===== src/rtl/agc_stim_pkg.sv =====
// agc_stim_pkg
//   Shared types for the AGC stimulus sequencer: channel mode encoding,
//   configuration field selects and the per-channel state encoding.
package agc_stim_pkg;

  typedef enum logic [1:0] {
    STIM_OFF      = 2'd0,
    STIM_ONESHOT  = 2'd1,
    STIM_PERIODIC = 2'd2,
    STIM_LEVEL    = 2'd3
  } stim_mode_e;

  localparam logic [1:0] CFG_DELAY  = 2'd0;
  localparam logic [1:0] CFG_WIDTH  = 2'd1;
  localparam logic [1:0] CFG_PERIOD = 2'd2;
  localparam logic [1:0] CFG_MODE   = 2'd3;

  typedef enum logic [1:0] {
    CH_IDLE   = 2'd0,
    CH_DELAY  = 2'd1,
    CH_ACTIVE = 2'd2,
    CH_GAP    = 2'd3
  } ch_state_e;

endpackage


===== src/rtl/agc_stim_channel.sv =====
// agc_stim_channel
//   One stimulus channel: config registers (delay, width, period, mode),
//   a four-state FSM and one down-counter, all timed in AGC CLOCK ticks.
// Ports:
//   clk, rst       SIM_CLK and synchronous active-high reset
//   tick           one-cycle CLOCK rising-edge pulse from the prescaler
//   arm, abort     start / stop strobes (abort has priority)
//   cfg_we         field write, already qualified by the top (channel idle)
//   cfg_field      0 delay, 1 width, 2 period, 3 mode
//   cfg_data       write data (mode uses bits [1:0])
//   ch_out         registered stimulus output, IDLE_LEVEL when not ACTIVE
//   busy           channel not IDLE
//   done           one-cycle pulse when a one-shot completes
//   arm_rej        arm seen while busy (combinational, registered by the top)
module agc_stim_channel
  import agc_stim_pkg::*;
#(
  parameter int   CNT_W      = 24,
  parameter logic IDLE_LEVEL = 1'b0
) (
  input  logic             clk,
  input  logic             rst,
  input  logic             tick,
  input  logic             arm,
  input  logic             abort,
  input  logic             cfg_we,
  input  logic [1:0]       cfg_field,
  input  logic [CNT_W-1:0] cfg_data,
  output logic             ch_out,
  output logic             busy,
  output logic             done,
  output logic             arm_rej
);

  ch_state_e        state;
  stim_mode_e       mode_r;
  logic [CNT_W-1:0] delay_r;
  logic [CNT_W-1:0] width_r;
  logic [CNT_W-1:0] period_r;
  logic [CNT_W-1:0] cnt;

  // A zero width still produces a one-tick pulse.
  function automatic logic [CNT_W-1:0] width_reload(input logic [CNT_W-1:0] w);
    return (w == '0) ? '0 : w - CNT_W'(1);
  endfunction

  // Gap lasts period-width ticks, but never less than one so the train toggles.
  function automatic logic [CNT_W-1:0] gap_reload(input logic [CNT_W-1:0] p,
                                                  input logic [CNT_W-1:0] w);
    return (p > w) ? p - w - CNT_W'(1) : '0;
  endfunction

  assign busy    = (state != CH_IDLE);
  assign arm_rej = arm && !abort && (state != CH_IDLE);

  // ch_out is assigned alongside each state change so it tracks the
  // registered state without an extra cycle of lag.
  always_ff @(posedge clk) begin
    if (rst) begin
      state    <= CH_IDLE;
      mode_r   <= STIM_OFF;
      delay_r  <= '0;
      width_r  <= '0;
      period_r <= '0;
      ch_out   <= IDLE_LEVEL;
      done     <= 1'b0;
    end else begin
      done <= 1'b0;
      if (cfg_we) begin
        case (cfg_field)
          CFG_DELAY:  delay_r  <= cfg_data;
          CFG_WIDTH:  width_r  <= cfg_data;
          CFG_PERIOD: period_r <= cfg_data;
          default:    mode_r   <= stim_mode_e'(cfg_data[1:0]);
        endcase
      end
      if (abort) begin
        state  <= CH_IDLE;
        ch_out <= IDLE_LEVEL;
      end else begin
        case (state)
          CH_IDLE: begin
            if (arm && mode_r != STIM_OFF) begin
              state <= CH_DELAY;
              cnt   <= delay_r;
            end
          end
          CH_DELAY, CH_GAP: begin
            if (tick) begin
              if (cnt == '0) begin
                state  <= CH_ACTIVE;
                cnt    <= width_reload(width_r);
                ch_out <= ~IDLE_LEVEL;
              end else begin
                cnt <= cnt - CNT_W'(1);
              end
            end
          end
          default: begin
            if (tick) begin
              if (cnt == '0) begin
                case (mode_r)
                  STIM_ONESHOT: begin
                    state  <= CH_IDLE;
                    ch_out <= IDLE_LEVEL;
                    done   <= 1'b1;
                  end
                  STIM_PERIODIC: begin
                    state  <= CH_GAP;
                    cnt    <= gap_reload(period_r, width_r);
                    ch_out <= IDLE_LEVEL;
                  end
                  default: ;  // LEVEL holds until abort or reset
                endcase
              end else begin
                cnt <= cnt - CNT_W'(1);
              end
            end
          end
        endcase
      end
    end
  end

endmodule


===== src/rtl/agc_stim_sequencer.sv =====
// agc_stim_sequencer
//   Generates the AGC master CLOCK from SIM_CLK and drives NUM_CH
//   programmable stimulus channels (one-shot, periodic or level).
// Ports:
//   SIM_CLK, SIM_RST  sole clock, synchronous active-high reset
//   cfg_we/ch/field/data  config write port (dropped if channel busy or
//                         cfg_ch out of range)
//   arm, abort        per-channel start / stop strobes
//   CLOCK             generated clock, period 2*CLK_HALF SIM_CLK cycles
//   clk_tick          one-cycle pulse coincident with each CLOCK 0->1
//   ch_out, busy, done  per-channel stimulus, not-idle, one-shot completion
//   err               one-cycle pulse on a rejected arm or config write
module agc_stim_sequencer
  import agc_stim_pkg::*;
#(
  parameter int                NUM_CH     = 8,
  parameter int                CNT_W      = 24,
  parameter int                CLK_HALF   = 12,
  parameter logic [NUM_CH-1:0] IDLE_LEVEL = {NUM_CH{1'b0}}
) (
  input  logic                                          SIM_CLK,
  input  logic                                          SIM_RST,
  input  logic                                          cfg_we,
  input  logic [((NUM_CH > 1) ? $clog2(NUM_CH) : 1)-1:0] cfg_ch,
  input  logic [1:0]                                    cfg_field,
  input  logic [CNT_W-1:0]                              cfg_data,
  input  logic [NUM_CH-1:0]                             arm,
  input  logic [NUM_CH-1:0]                             abort,
  output logic                                          CLOCK,
  output logic                                          clk_tick,
  output logic [NUM_CH-1:0]                             ch_out,
  output logic [NUM_CH-1:0]                             busy,
  output logic [NUM_CH-1:0]                             done,
  output logic                                          err
);

  localparam int CH_W  = (NUM_CH > 1) ? $clog2(NUM_CH) : 1;
  localparam int PRE_W = (CLK_HALF > 1) ? $clog2(CLK_HALF) : 1;
  localparam logic [CH_W:0] NUM_CH_V = (CH_W + 1)'(NUM_CH);

  logic [PRE_W-1:0]  pre_cnt;
  logic [NUM_CH-1:0] cfg_hit;
  logic [NUM_CH-1:0] arm_rej;
  logic              cfg_ch_ok;
  logic              cfg_err;

  // When NUM_CH fills the select width every cfg_ch value is a real channel.
  if ((1 << CH_W) == NUM_CH) begin : g_ch_full
    assign cfg_ch_ok = 1'b1;
  end else begin : g_ch_part
    assign cfg_ch_ok = ({1'b0, cfg_ch} < NUM_CH_V);
  end

  assign cfg_err = cfg_we && (!cfg_ch_ok || (|(cfg_hit & busy)));

  // Prescaler: CLOCK toggles at each wrap; clk_tick marks the rising wrap.
  always_ff @(posedge SIM_CLK) begin
    if (SIM_RST) begin
      pre_cnt  <= '0;
      CLOCK    <= 1'b0;
      clk_tick <= 1'b0;
      err      <= 1'b0;
    end else begin
      clk_tick <= 1'b0;
      if (pre_cnt == PRE_W'(CLK_HALF - 1)) begin
        pre_cnt  <= '0;
        CLOCK    <= ~CLOCK;
        clk_tick <= ~CLOCK;
      end else begin
        pre_cnt <= pre_cnt + PRE_W'(1);
      end
      err <= cfg_err | (|arm_rej);
    end
  end

  for (genvar gi = 0; gi < NUM_CH; gi++) begin : g_ch
    assign cfg_hit[gi] = cfg_we && (cfg_ch == CH_W'(gi));

    agc_stim_channel #(
      .CNT_W      (CNT_W),
      .IDLE_LEVEL (IDLE_LEVEL[gi])
    ) u_ch (
      .clk       (SIM_CLK),
      .rst       (SIM_RST),
      .tick      (clk_tick),
      .arm       (arm[gi]),
      .abort     (abort[gi]),
      .cfg_we    (cfg_hit[gi] && !busy[gi]),
      .cfg_field (cfg_field),
      .cfg_data  (cfg_data),
      .ch_out    (ch_out[gi]),
      .busy      (busy[gi]),
      .done      (done[gi]),
      .arm_rej   (arm_rej[gi])
    );
  end

endmodule


===== config.mk =====
export PLATFORM = sky130hd
export DESIGN_NAME = agc_stim_sequencer
export DESIGN_NICKNAME = d
export VERILOG_FILES = /design/src/rtl/agc_stim_pkg.sv /design/src/rtl/agc_stim_channel.sv /design/src/rtl/agc_stim_sequencer.sv
export SDC_FILE = /design/constraint.sdc
export NUM_CORES = 2
export LEC_CHECK = 0
export CAP_MARGIN = 20
export CORE_MARGIN = 5
export CORE_UTILIZATION = 28
export CTS_CLUSTER_DIAMETER = 100
export DETAILED_ROUTE_END_ITERATION = 8
export HOLD_SLACK_MARGIN = 0.08
export PLACE_DENSITY_LB_ADDON = 0.15
export SLEW_MARGIN = 20
export SYNTH_ARGS = -nofsm -noshare
export SYNTH_HDL_FRONTEND = slang
export SYNTH_HIERARCHICAL = 1
export SYNTH_SLANG_ARGS = --single-unit

===== constraint.sdc =====
create_clock -name SIM_CLK -period 10.12 [get_ports SIM_CLK]
set_clock_uncertainty 0.1 [all_clocks]
set_input_delay 2.024 -clock SIM_CLK [delete_from_list [all_inputs] [get_ports SIM_CLK]]
set_output_delay 2.024 -clock SIM_CLK [all_outputs]
set_load 0.01 [all_outputs]

==> After elaboration in Yosys (flattened, before gate mapping) <==
Cells that the tools add are included.
{ "op_classes": {"n_lt_le_gt_ge": 8, "mux": 184, "n_div": 0, "bitwise": 31, "shifts": 0, "n_mul": 0, "n_reduce_logical": 224, "add_sub_neg": 33, "eq_ne": 74} }
{ "ops": {"columns": ["cell", "n"], "rows": [
  ["24-bit two-way mux", 64],
  ["24-bit by 1-bit subtractor with 24-bit output (second input constant)", 24],
  ["24-bit zero test", 16],
  ["24-bit one-hot mux with 2 select lines", 8],
  ["24-bit > comparator", 8],
  ["24-bit subtractor", 8],
  ["6-bit AND reduction", 16],
  ["2-bit two-way mux", 40],
  ["2-bit nonzero test", 40],
  ["2-bit one-hot mux with 2 select lines", 16],
  ["2-bit AND reduction", 32],
  ["7-bit OR reduction", 8],
  ["2-bit OR reduction", 26],
  ["1-bit two-way mux", 48],
  ["1-bit logical AND", 41],
  ["2-bit by 1-bit equality test with 1-bit output (second input constant)", 17],
  ["2-bit equality test (second input constant)", 17],
  ["2-bit by 1-bit != test with 1-bit output (second input constant)", 16],
  ["4-bit != test (second input constant)", 8],
  ["4-bit AND reduction", 8],
  ["4-bit nonzero test", 8],
  ["1-bit NOT", 29],
  ["2-bit zero test", 9],
  ["1-bit zero test", 16],
  ["12 further kinds", 31]
]} }
{ "totals": {"latchBits": 0, "memories": 0, "in_bits": 48, "romBits": 0, "ram_bits": 0, "ff_bits": 823, "word_cells": 622} }

==> Longest topological paths before layout <==
{ "logic_depth": {"depth_word": 7, "ltp_mapped": 12, "mapped_depth_nobuf": 12} }

==> Cells and area by module <==
Netlist, hierarchy kept.
{ "by_module_without_submodules": {"columns": ["mod", "area_per_inst_um2", "cells_per_inst", "n_inst"], "rows": [
  ["agc_stim_channel (g_ch[0].u_ch ...)", 6789.0, 881, 5],
  ["agc_stim_channel (g_ch[6].u_ch)", 6897.9, 917, 1],
  ["agc_stim_channel (g_ch[7].u_ch)", 6581.3, 873, 1],
  ["agc_stim_channel (g_ch[5].u_ch)", 6577.6, 863, 1],
  ["agc_stim_sequencer", 419.2, 47, 1]
]} }

==> Worst setup path before layout <==
Ideal clock, no wire load.
{ "synth_timing": {"kind": "input to register", "start": "in SIM_RST", "end": "reg g_ch[6].u_ch.cnt[0], enable pin", "setup_slack_ns": 5.513, "setup_time_ns": 0.435, "t_arrival_ns": 4.072, "required_ns": 9.585, "path_stages": 2, "path_cell_list": "or2_2 > nor3_1"} }
{ "synth_between": {"elab_chain_cells": 2} }
{ "synth_lines": {"columns": ["item", "line", "source"], "rows": [
  ["start: declaration", "agc_stim_sequencer.sv:22", "input logic SIM_RST,"],
  ["1-bit NOT (no source line)", null, null],
  ["6-bit AND reduction (no source line)", null, null],
  ["end signal: assignment", "agc_stim_channel.sv:85", "cnt <= delay_r;"],
  ["end signal: assignment", "agc_stim_channel.sv:92", "cnt <= width_reload(width_r);"],
  ["end signal: assignment", "agc_stim_channel.sv:95", "cnt <= cnt - CNT_W'(1);"],
  ["end: declaration", "agc_stim_channel.sv:40", "logic [CNT_W-1:0] cnt;"]
]} }
Every way passes these cells.
A chain may end at the register's enable or synchronous reset.

==> Worst setup path in the final report <==
{ "layout_timing": {"start": "reg g_ch[4].u_ch.state[0]", "end": "out busy[4]"} }
{ "layout_between": {"elab_chain_cells": 1} }
{ "layout_lines": {"columns": ["item", "line", "source"], "rows": [
  ["start: declaration", "agc_stim_channel.sv:35", "ch_state_e state;"],
  ["start signal: assignment", "agc_stim_channel.sv:60", "state <= CH_IDLE;"],
  ["start signal: assignment", "agc_stim_channel.sv:78", "state <= CH_IDLE;"],
  ["start signal: assignment", "agc_stim_channel.sv:84", "state <= CH_DELAY;"],
  ["2-bit nonzero test", "agc_stim_channel.sv:53", "assign busy = (state != CH_IDLE);"],
  ["end: declaration", "agc_stim_sequencer.sv:32", "output logic [NUM_CH-1:0] busy,"]
]} }
Every way passes these cells.

==> impl_metrics.json <==
{
  "core_mm2": 0.193,
  "vias": 49950,
  "synthTopCellsByCount": "nand2_1 (1528), a21oi_1 (901), dfxtp_1 (631)",
  "cts_tree": "done",
  "rsz0062_at_grt": "no",
  "fin_ws_ns": 4.98,
  "grt-ovfl-total": 0,
  "seq_area_frac_synth_pct": 33.8,
  "clk_path_buf_depth": 3,
  "cts_resized": 0,
  "gp_congestion": 0.852,
  "place_ws_ns": 4.83,
  "slew_headroom_pct": 23.6,
  "grt_max_degree": 147,
  "powerDensity_mw_per_mm2": 129,
  "ctsHoldBuffers": 0,
  "path_class": "reg -> out",
  "drv_cap": 0,
  "cp_max_fo": 29,
  "synth_edf_count": 192,
  "drt-total-wl_um": 202000,
  "layout-drive-gt1-share_pct": 6.63,
  "clock.fmax_mhz": 195,
  "timing.final.crit_period_ns": 5.14,
  "crit_chain": "buf_4, nor2_1, clkinv_1, clkdlybuf4s50_1",
  "synth_fp_nets": 7410,
  "period_share_pct": 50.8,
  "track_usage_pct": 19.2,
  "yosys.cell_count.top_type": "nand2_1",
  "dieWidth_um": 451,
  "port_buffers": 74,
  "min_path_type": "reg -> reg",
  "endpoint_kind": "output port",
  "dp_hpwl_um": 140000,
  "synthFlopType": "dfxtp_1",
  "status": "complete, no violations",
  "io_pins": 75,
  "ant_nets": 0,
  "nets": 7277,
  "crit_slowest_cell": "nor2_1",
  "antenna_found_initial": 15,
  "worst_slew_pin_slew_ns": 1.14,
  "grt_pass1_vias": 47488,
  "syn_inst": 7105,
  "first_iter_violations": 3980,
  "hold_viol": 0,
  "synthArstFlopShare_pct": 0,
  "cts_sinks": 823,
  "whs_ns": 0.350,
  "finalSetupTns_ns": 0,
  "cts_buffers": 103,
  "die_h_um": 451,
  "rows": 161,
  "postCtsSetupBuffers": 0,
  "drt-vias-per-instance": 5.21,
  "ys_top_cells_by_area": "dfxtp_1 (23%), edfxtp_1 (11%), nand2_1 (11%)",
  "startpoint_type": "flop",
  "ys_ff_latch": 823,
  "synth_top_cell_by_area": "dfxtp_1",
  "cp.required_ns": 8.00,
  "setup_viol": 0,
  "root_buffer": "clkbuf_16",
  "ctsHtreeMaxLevel": 3,
  "die_area_mm2": 0.203,
  "p_leak_uw": 0.0216,
  "start_util_pct": 28.2,
  "synth_cell_types": 102,
  "synth.top_cell.area_share_pct": 23.2,
  "area_growth_pct": 12.0,
  "wl_per_cell_um": 21.1,
  "syn_area_mm2": 0.0544,
  "grt_pass1_wl_um": 306000,
  "slowest_delay_ns": 0.89,
  "clk_latency_ns": 0.73,
  "clkTransAtPathRegs_ns": 0.06,
  "peakVddDrop_mv": 0.130,
  "first_pass_iters": 6,
  "synth_warnings": 6,
  "avgSynthCellArea_um2": 7.66,
  "arrival_ns": 3.02,
  "drv_slew": 0,
  "drc": 0
}
## stage by stage
stage          total power (uW)  util (%)  instance area [um2]  cells
2_1_floorplan              3870         -                54400   7105
3_3_place_gp               4180      29.8                57400   9391
3_5_place_dp               4180      29.8                57400   9391
4_1_cts                    8010      31.6                60900   9581
5_1_grt                    8190      31.6                60900   9585
6_report                   7890      31.6                60900   9587
## report_power, final
part / internal (uW) / switching (uW)
registers: 3370 / 17.2
clock network: 2210 / 1580
logic: 228 / 491
total: 5800 / 2080
## critical path: cells and delay by family, from the launching register on
family | cells | cell delay [ns]
DFF | 1 | 0.29
and+or+nand+nor | 1 | 0.89
buffers and inverters | 3 | 1.10
## area by class of cell
class                   instances  area (um2)
diodes                          4        10.0
clock buffers                 147        3100
clock inverters                43         355
fillers                     20616      132000
inverters                     312        1170
multi-input cells            5571       33400
flip-flops and latches        823       18400
well taps                    2526        3160
repair buffers                161        1330
## worst paths after layout
| path | from | to | slack [ns] | cells after the start |
|---|---|---|---|---|
| min | g_ch[1].u_ch/delay_r[8] | g_ch[1].u_ch/delay_r[8] | 0.35 | 2 |
| max | g_ch[4].u_ch/state[0] | busy[4] | 4.98 | 4 |
| max reg2reg | g_ch[1].u_ch/state[0] | g_ch[1].u_ch/width_r[4] | 5.74 | 8 |
| min reg2reg | g_ch[1].u_ch/delay_r[8] | g_ch[1].u_ch/delay_r[8] | 0.35 | 2 |
## cells in the final DEF, fill, tap and decap left out, drive strengths merged, types with 30 or more instances in the layout
cell and n:
mux2i 66, buf 114, a21oi 901, nand2 1533, clkbuf 147, xnor2 303
or2 30, clkinv 37, or3 52, o22ai 67, nand4 80, o21bai 34
o21ai 320, a21o 74, nor3b 33, xor2 132, dfxtp 631, o31ai 109
nand3 130, nor2 430, inv 311, ha 249, o21a 30, and3 40
o211ai 43, nor4 83, a211oi 120, or4 64, clkdlybuf4s50 47, nor3 153
a31oi 85, edfxtp 192, nor2b 79
## logic make-up (layout without fill, tap and decap cells)
| group | Yosys count | in the layout | share of synthesized area (%) |
|---|---|---|---|
| compound gates | 1969 | 1969 | 21.9 |
| xor+xnor | 435 | 435 | 7.00 |
| fa+ha+maj | 257 | 257 | 6.02 |
| buf+inv | 711 | 663 | 5.11 |
| flops | 823 | 823 | 33.8 |
| mux | 72 | 72 | 1.36 |
| other cells | 0 | 4 | 0 |
| simple gates | 2838 | 2838 | 24.8 |
## routing by layer
layer  GRT usage [%]  vias to the layer above  share of wire (%)  routed length (um)
li1                -                    24784                  -                   -
met4            3.77                        2                1.9                3910
met2            30.9                     1086                 45               91000
met3            2.03                      205                4.2                8540
met1            27.8                    23873                 49               98700
met5               0                        -             0.0064                  13
## registers in the layout, indices dropped and copies added (netlist names)
signal	flops
CLOCK	1
g_ch.u_ch/state	16
pre_cnt	4
g_ch.u_ch/ch_out	8
clk_tick	1
err	1
g_ch.u_ch/mode_r	16
g_ch.u_ch/period_r	192
g_ch.u_ch/width_r	192
g_ch.u_ch/cnt	192
g_ch.u_ch/done	8
g_ch.u_ch/delay_r	192
Note: power is estimated with default switching activity, not from simulation.
